<file path="config.mk">
export PLATFORM = sky130hd
export DESIGN_NAME = control_unit
export DESIGN_NICKNAME = d
export VERILOG_FILES = /design/src/rtl/control_unit.sv
export SDC_FILE = /design/constraint.sdc
export NUM_CORES = 1
export LEC_CHECK = 0
export ABC_AREA = 1
export CAP_MARGIN = 20
export CORE_ASPECT_RATIO = 0.5
export CORE_MARGIN = 3
export CORE_UTILIZATION = 34
export CTS_BUF_LIST = sky130_fd_sc_hd__clkbuf_4 sky130_fd_sc_hd__clkbuf_8
export DETAILED_ROUTE_END_ITERATION = 12
export PLACE_DENSITY = 0.82
export SETUP_SLACK_MARGIN = 0.05
export SYNTH_ARGS = -nofsm -noshare
export SYNTH_HDL_FRONTEND = slang
export SYNTH_SLANG_ARGS = --single-unit
</file>
<file path="constraint.sdc">
create_clock -name clk -period 2.67 [get_ports clk]
set_input_delay 0.801 -clock clk [delete_from_list [all_inputs] [get_ports clk]]
set_output_delay 0.801 -clock clk [all_outputs]
set_load 0.02 [all_outputs]
</file>
<file path="src/rtl/control_unit.sv">
//==============================================================================
// Module      : control_unit
// Description : Hardwired fetch/execute sequencer that decodes opcode ir[31:27]
//               into datapath bus-source selects, register enables and strobes.
// Revision    : 1.0 - initial release
//==============================================================================
`default_nettype none

module control_unit (
    input  logic        clk,
    input  logic        clr,
    input  logic [31:0] ir,
    input  logic        con_ff,
    output logic        PCout,
    output logic        Zlowout,
    output logic        Zhighout,
    output logic        MDRout,
    output logic        Cout,
    output logic        MARIn,
    output logic        PCIn,
    output logic        MDRIn,
    output logic        IRIn,
    output logic        YIn,
    output logic        ZIn,
    output logic        HiIn,
    output logic        LoIn,
    output logic        CONIn,
    output logic        IncPC,
    output logic        read,
    output logic        write,
    output logic        Gra,
    output logic        Grb,
    output logic        Grc,
    output logic        Rin,
    output logic        Rout,
    output logic        BAout,
    output logic [3:0]  alu_op,
    output logic        run
);

    localparam logic [3:0] c_ST_RST  = 4'd0;
    localparam logic [3:0] c_ST_T0   = 4'd1;
    localparam logic [3:0] c_ST_T1   = 4'd2;
    localparam logic [3:0] c_ST_T2   = 4'd3;
    localparam logic [3:0] c_ST_T3   = 4'd4;
    localparam logic [3:0] c_ST_T4   = 4'd5;
    localparam logic [3:0] c_ST_T5   = 4'd6;
    localparam logic [3:0] c_ST_T6   = 4'd7;
    localparam logic [3:0] c_ST_T7   = 4'd8;
    localparam logic [3:0] c_ST_HALT = 4'd9;

    logic [3:0] r_state;
    logic [3:0] w_next_state;
    logic [4:0] w_op;
    logic [3:0] w_alu_fn;
    logic       w_rtype, w_itype, w_ld, w_ldi, w_st, w_muldiv, w_unary, w_br, w_halt;
    logic       w_unused_ir;

    assign w_op        = ir[31:27];
    assign w_unused_ir = ^ir[26:0];

    assign w_ld     = (w_op == 5'd0);
    assign w_ldi    = (w_op == 5'd1);
    assign w_st     = (w_op == 5'd2);
    assign w_rtype  = (w_op >= 5'd3)  && (w_op <= 5'd10);
    assign w_itype  = (w_op >= 5'd11) && (w_op <= 5'd13);
    assign w_muldiv = (w_op == 5'd14) || (w_op == 5'd15);
    assign w_unary  = (w_op == 5'd16) || (w_op == 5'd17);
    assign w_br     = (w_op == 5'd18);
    assign w_halt   = (w_op == 5'd27);

    // ALU function implied by the opcode; address arithmetic forces add separately
    always_comb begin
        w_alu_fn = 4'd0;
        case (w_op)
            5'd3:  w_alu_fn = 4'd1;
            5'd4:  w_alu_fn = 4'd2;
            5'd5:  w_alu_fn = 4'd3;
            5'd6:  w_alu_fn = 4'd4;
            5'd7:  w_alu_fn = 4'd5;
            5'd8:  w_alu_fn = 4'd6;
            5'd9:  w_alu_fn = 4'd7;
            5'd10: w_alu_fn = 4'd8;
            5'd11: w_alu_fn = 4'd1;
            5'd12: w_alu_fn = 4'd3;
            5'd13: w_alu_fn = 4'd4;
            5'd14: w_alu_fn = 4'd9;
            5'd15: w_alu_fn = 4'd10;
            5'd16: w_alu_fn = 4'd11;
            5'd17: w_alu_fn = 4'd12;
            default: w_alu_fn = 4'd0;
        endcase
    end

    always_ff @(posedge clk) begin
        if (clr) r_state <= c_ST_RST;
        else     r_state <= w_next_state;
    end

    always_comb begin
        w_next_state = c_ST_RST;
        case (r_state)
            c_ST_RST: w_next_state = c_ST_T0;
            c_ST_T0:  w_next_state = c_ST_T1;
            c_ST_T1:  w_next_state = c_ST_T2;
            c_ST_T2:  w_next_state = c_ST_T3;
            c_ST_T3: begin
                if (w_halt)
                    w_next_state = c_ST_HALT;
                else if (w_rtype || w_itype || w_ld || w_ldi || w_st || w_muldiv || w_unary || w_br)
                    w_next_state = c_ST_T4;
                else
                    w_next_state = c_ST_T0;
            end
            c_ST_T4:   w_next_state = w_unary ? c_ST_T0 : c_ST_T5;
            c_ST_T5:   w_next_state = (w_ld || w_st || w_muldiv || w_br) ? c_ST_T6 : c_ST_T0;
            c_ST_T6:   w_next_state = (w_ld || w_st) ? c_ST_T7 : c_ST_T0;
            c_ST_T7:   w_next_state = c_ST_T0;
            c_ST_HALT: w_next_state = c_ST_HALT;
            default:   w_next_state = c_ST_RST;
        endcase
    end

    always_comb begin
        {PCout, Zlowout, Zhighout, MDRout, Cout}                          = 5'b0;
        {MARIn, PCIn, MDRIn, IRIn, YIn, ZIn, HiIn, LoIn, CONIn, IncPC}    = 10'b0;
        {read, write}                                                     = 2'b0;
        {Gra, Grb, Grc, Rin, Rout, BAout}                                 = 6'b0;
        alu_op = 4'd0;
        run    = (r_state != c_ST_HALT);
        case (r_state)
            c_ST_T0: begin PCout = 1'b1; MARIn = 1'b1; IncPC = 1'b1; end
            c_ST_T1: begin read = 1'b1; MDRIn = 1'b1; end
            c_ST_T2: begin MDRout = 1'b1; IRIn = 1'b1; end
            c_ST_T3: begin
                if (w_rtype || w_itype) begin Grb = 1'b1; Rout = 1'b1; YIn = 1'b1; end
                else if (w_ld || w_ldi || w_st) begin Grb = 1'b1; BAout = 1'b1; YIn = 1'b1; end
                else if (w_muldiv) begin Gra = 1'b1; Rout = 1'b1; YIn = 1'b1; end
                else if (w_unary) begin Grb = 1'b1; Rout = 1'b1; alu_op = w_alu_fn; ZIn = 1'b1; end
                else if (w_br) begin Gra = 1'b1; Rout = 1'b1; CONIn = 1'b1; end
            end
            c_ST_T4: begin
                if (w_rtype) begin Grc = 1'b1; Rout = 1'b1; alu_op = w_alu_fn; ZIn = 1'b1; end
                else if (w_itype) begin Cout = 1'b1; alu_op = w_alu_fn; ZIn = 1'b1; end
                else if (w_ld || w_ldi || w_st) begin Cout = 1'b1; alu_op = 4'd1; ZIn = 1'b1; end
                else if (w_muldiv) begin Grb = 1'b1; Rout = 1'b1; alu_op = w_alu_fn; ZIn = 1'b1; end
                else if (w_unary) begin Zlowout = 1'b1; Gra = 1'b1; Rin = 1'b1; end
                else if (w_br) begin PCout = 1'b1; YIn = 1'b1; end
            end
            c_ST_T5: begin
                if (w_rtype || w_itype || w_ldi) begin Zlowout = 1'b1; Gra = 1'b1; Rin = 1'b1; end
                else if (w_ld || w_st) begin Zlowout = 1'b1; MARIn = 1'b1; end
                else if (w_muldiv) begin Zlowout = 1'b1; LoIn = 1'b1; end
                else if (w_br) begin Cout = 1'b1; alu_op = 4'd1; ZIn = 1'b1; end
            end
            c_ST_T6: begin
                if (w_ld) begin read = 1'b1; MDRIn = 1'b1; end
                else if (w_st) begin Gra = 1'b1; Rout = 1'b1; MDRIn = 1'b1; end
                else if (w_muldiv) begin Zhighout = 1'b1; HiIn = 1'b1; end
                else if (w_br && con_ff) begin Zlowout = 1'b1; PCIn = 1'b1; end
            end
            c_ST_T7: begin
                if (w_ld) begin MDRout = 1'b1; Gra = 1'b1; Rin = 1'b1; end
                else if (w_st) write = 1'b1;
            end
            default: ;
        endcase
    end

endmodule

`default_nettype wire

</file>
==> impl_metrics.py <==
metrics = {
    "power_and_ir_drop": {
        "power_density_nw_per_um2": 332,
        "p_seq_share_pct": 11.1,
        "power_frac_comb_pct": 72.1,
        "p_sw_uw": 387,
        "switching_share_pct": 48.5,
        "pwr-share-clk_pct": 16.8,
        "ir_worst_vdd_uv": 465,
        "p_int_uw": 412,
        "power_uw": 798,
        "power_leakage_uw": 0.00115,
    },
    "critical_path": {
        "critPathMaxFanout": 4,
        "critical_path_class": "primary input to primary output",
        "end_kind": "primary output",
        "crit_path_cell_trace": "buf_8, buf_6, ha_4, o211ai_4, inv_2, nor2_2, nand2_1, o21ai_2, o211ai_1, buf_2",
        "r2r_start": "r_state[0]",
        "path_buf_inv": 4,
        "crit_arrival_ps": 2240,
        "reg2reg_depth": 6,
        "crit_required_ps": 1870,
        "crit_path_top_delay_cell": "o211ai_4",
        "reg2reg_slack_ps": 990,
        "crit_family": "compound AO/OA/AOI/OAI gates",
        "reg2reg_to": "r_state[3]",
        "start_kind": "primary input",
        "max_stage_delay_ps": 260,
    },
    "floorplanning": {
        "die-area_um2": 3650,
        "io-pin-count": 63,
        "start_util_pct": 37.0,
        "core-area_um2": 2680,
        "die_w_um": 82.4,
        "fp.dieH_um": 44.2,
        "row_count": 13,
    },
    "finish": {
        "fillers": 91,
        "drive_gt1_share_pct": 65.2,
        "largest_register": "r_state",
        "reg.largest.list": "r_state (4)",
        "finalNonFillerCells": 316,
        "finalNetCount": 320,
        "multi_input_area_um2": 1120,
        "regArea_um2": 80.1,
        "syn2layout_area_growth_pct": 142,
        "diodes": 0,
        "largest_register_ffs": 4,
    },
    "clocking": {
        "path_clk_slew_ps": 40,
        "cts_buffers": 3,
        "htree_levels": 1,
        "ctsHoldBuffers": 0,
        "clockBufferDepth": 2,
        "tritoncts": "done",
        "root_buffer": "clkbuf_8",
        "clkSinkCount": 4,
        "clkLatencyLatePin_ps": 220,
    },
    "route": {
        "first_pass_iters": 6,
        "vias": 2012,
        "ant_nets": 0,
        "wl_per_cell_um": 23.5,
        "routed_wl_um": 7420,
        "route.detailed.drc": 0,
        "via_per_inst": 6.37,
        "drt_iter0_markers": 328,
    },
    "sta": {
        "fin_crit_ps": 3040,
        "max_slew_margin_pct": 69.2,
        "finalSetupViolations": 26,
        "clock.fmax_ghz": 0.328,
        "hold_violations": 0,
        "slew_violations": 0,
        "fin_skew_ps": 4.59,
        "worst_pin_slew_ps": 459,
        "rsz0062_at_grt": "yes",
        "layout_setup_ws_ps": -374,
        "fin_crit_sh_pct": 114,
    },
    "logic_synthesis": {
        "syn_area_per_cell_um2": 5.74,
        "yosysTopAreaCell": "nand2_1",
        "yosys-top-cells-area": "nand2_1 (14%), nand3_1 (10%), inv_1 (9.8%), nor2_1 (8.3%), dfxtp_1 (8.1%)",
        "syn_nets": 212,
        "ys_types": 32,
        "synth-seq-cells": 4,
        "synth_warnings": 0,
        "syn_inst": 173,
        "syn_area_um2": 993,
        "yosysSeqAreaShare_pct": 8.06,
        "synth_top_area_share_pct": 13.6,
    },
    "outcome": {
        "violations": "setup timing",
        "status": "complete, but fails checks",
    },
    "global_routing": {
        "grt_max_degree": 8,
        "antenna_found_initial": 0,
        "gr-total-overflow": 0,
        "grt_pass1_wl_um": 8650,
        "grtUsageTotal_pct": 31.5,
        "first_global_vias": 1781,
    },
    "worst_hold_path": {
        "hold_path_class": "flop to flop",
        "holdPathEnd": "r_state[2]",
        "worstHoldPathCells": 4,
        "min_from": "r_state[1]",
    },
    "place": {
        "dpl.cell_count": 279,
        "dp_hpwl_um": 2930,
        "routabilityCongestion": 0.893,
        "port_buffers": 35,
    },
    "run": {
        "maxCapViolations": 0,
    },
}
[per-stage QoR]
stage | area, µm² | setup WS [ps] | hold slack, ps | utilization [%] | TNS (ps)
finish | 2410 | -374 | 840 | 89.7 | -5420
global route | 2410 | -515 | 873 | 89.7 | -6450
CTS | 2090 | -227 | 751 | 77.7 | -2510
detailed placement | 1740 | -1140 | 741 | 64.7 | -25480
global placement | 1740 | -1100 | 711 | 64.7 | -24500
floorplan | 1070 | -5.40 | 616 | - | -5.40
[routing by layer]
metal  up-vias  GRT usage [%]  share of wire [%]  routed length, µm
met2       223           57.8                 41               3060
met5         -              0                  0                  0
met1       903           35.0                 35               2590
li1        789              -                  -                  -
met3        97           4.07                 13                993
met4         0           19.2                 10                771
[kinds of logic (layout without fill, tap and decap cells)]
logic type               after synthesis  after routing  synth area share, %
AO/OA/AOI/OAI                         29             29                 21.4
adder cells (fa/ha/maj)                4              4                 5.04
buffers and inverters                 33            139                 14.1
flip-flops                             4              4                 8.06
AND/OR/NAND/NOR                      103            103                 51.4
[cells in the final DEF, fill, tap and decap left out, types with 8 or more instances in the layout]
cell type  count
buf_4         60
buf_6         34
inv_1         20
nand2_1       21
nand2_2       13
nand3_1       13
nor2_1        12
nor2_4        10
nor3_1         8
[how the worst max path moves through the flow]
stage                      start  slack [ps]  depth (start not counted)   endpoint
after floorplan           ir[28]          -5                          8    Zlowout
after global placement    ir[27]       -1100                         12  alu_op[3]
after detailed placement  ir[27]       -1140                         10  alu_op[0]
after CTS                 ir[27]        -230                         12  alu_op[3]
after global routing      ir[27]        -520                          9  alu_op[0]
final                     ir[27]        -370                         10       Rout
[power by group through the flow]
| stage | Sequential [µW] | Combinational (µW) | Clock [µW] |
|---|---|---|---|
| final | 88.9 | 576 | 134 |
| after global routing | 90.4 | 600 | 140 |
| after CTS | 86.9 | 464 | 130 |
| after detailed placement | 88.1 | 405 | 0 |
| after global placement | 87.8 | 397 | 0 |
| after floorplan | 86.1 | 236 | 0 |
[final cells by class]
class,instances,share of cell area [%]
Inverter,30,6.08
Clock buffer,3,1.72
Tap cell,37,1.92
Sequential cell,4,3.33
Timing Repair Buffer,106,40.4
Multi-Input combinational cell,136,46.5
[cell usage after synthesis]
cell type / number
nand2_1: 36
inv_1: 26
nor2_1: 22
nand3_1: 20
nor3_1: 9
o21ai_0: 7
nand2_2: 5
dfxtp_1: 4
ha_1: 4
o21ai_1: 4
buf_4: 3
o211ai_1: 3
o211ai_2: 3
a21oi_2: 2
a31oi_1: 2
inv_2: 2
inv_4: 2
nand4_1: 2
nor2_2: 2
nor2_4: 2
o22ai_1: 2
a211oi_1: 1
a21oi_1: 1
a21oi_4: 1
a22o_2: 1
a311oi_1: 1
nand2_4: 1
nand3_2: 1
nand3_4: 1
nor2_8: 1
nor3_2: 1
o21bai_1: 1
[timing repair]
action / 4_1_cts / 5_1_grt
buffers inserted: 21 / 13
endpoints found under the setup margin: 25 / 25
gates resized for setup: 209 / 58
pin swaps: 24 / 29
hold endpoints to repair: 0 / 0
[worst min-delay path, delay by kind of cell, from the launching register on]
family	cells	cell delay [ps]
AO/OA/AOI/OAI	1	70
AND/OR/NAND/NOR	3	390
flip-flops	1	320
Note: power is estimated with default switching activity, not from simulation.
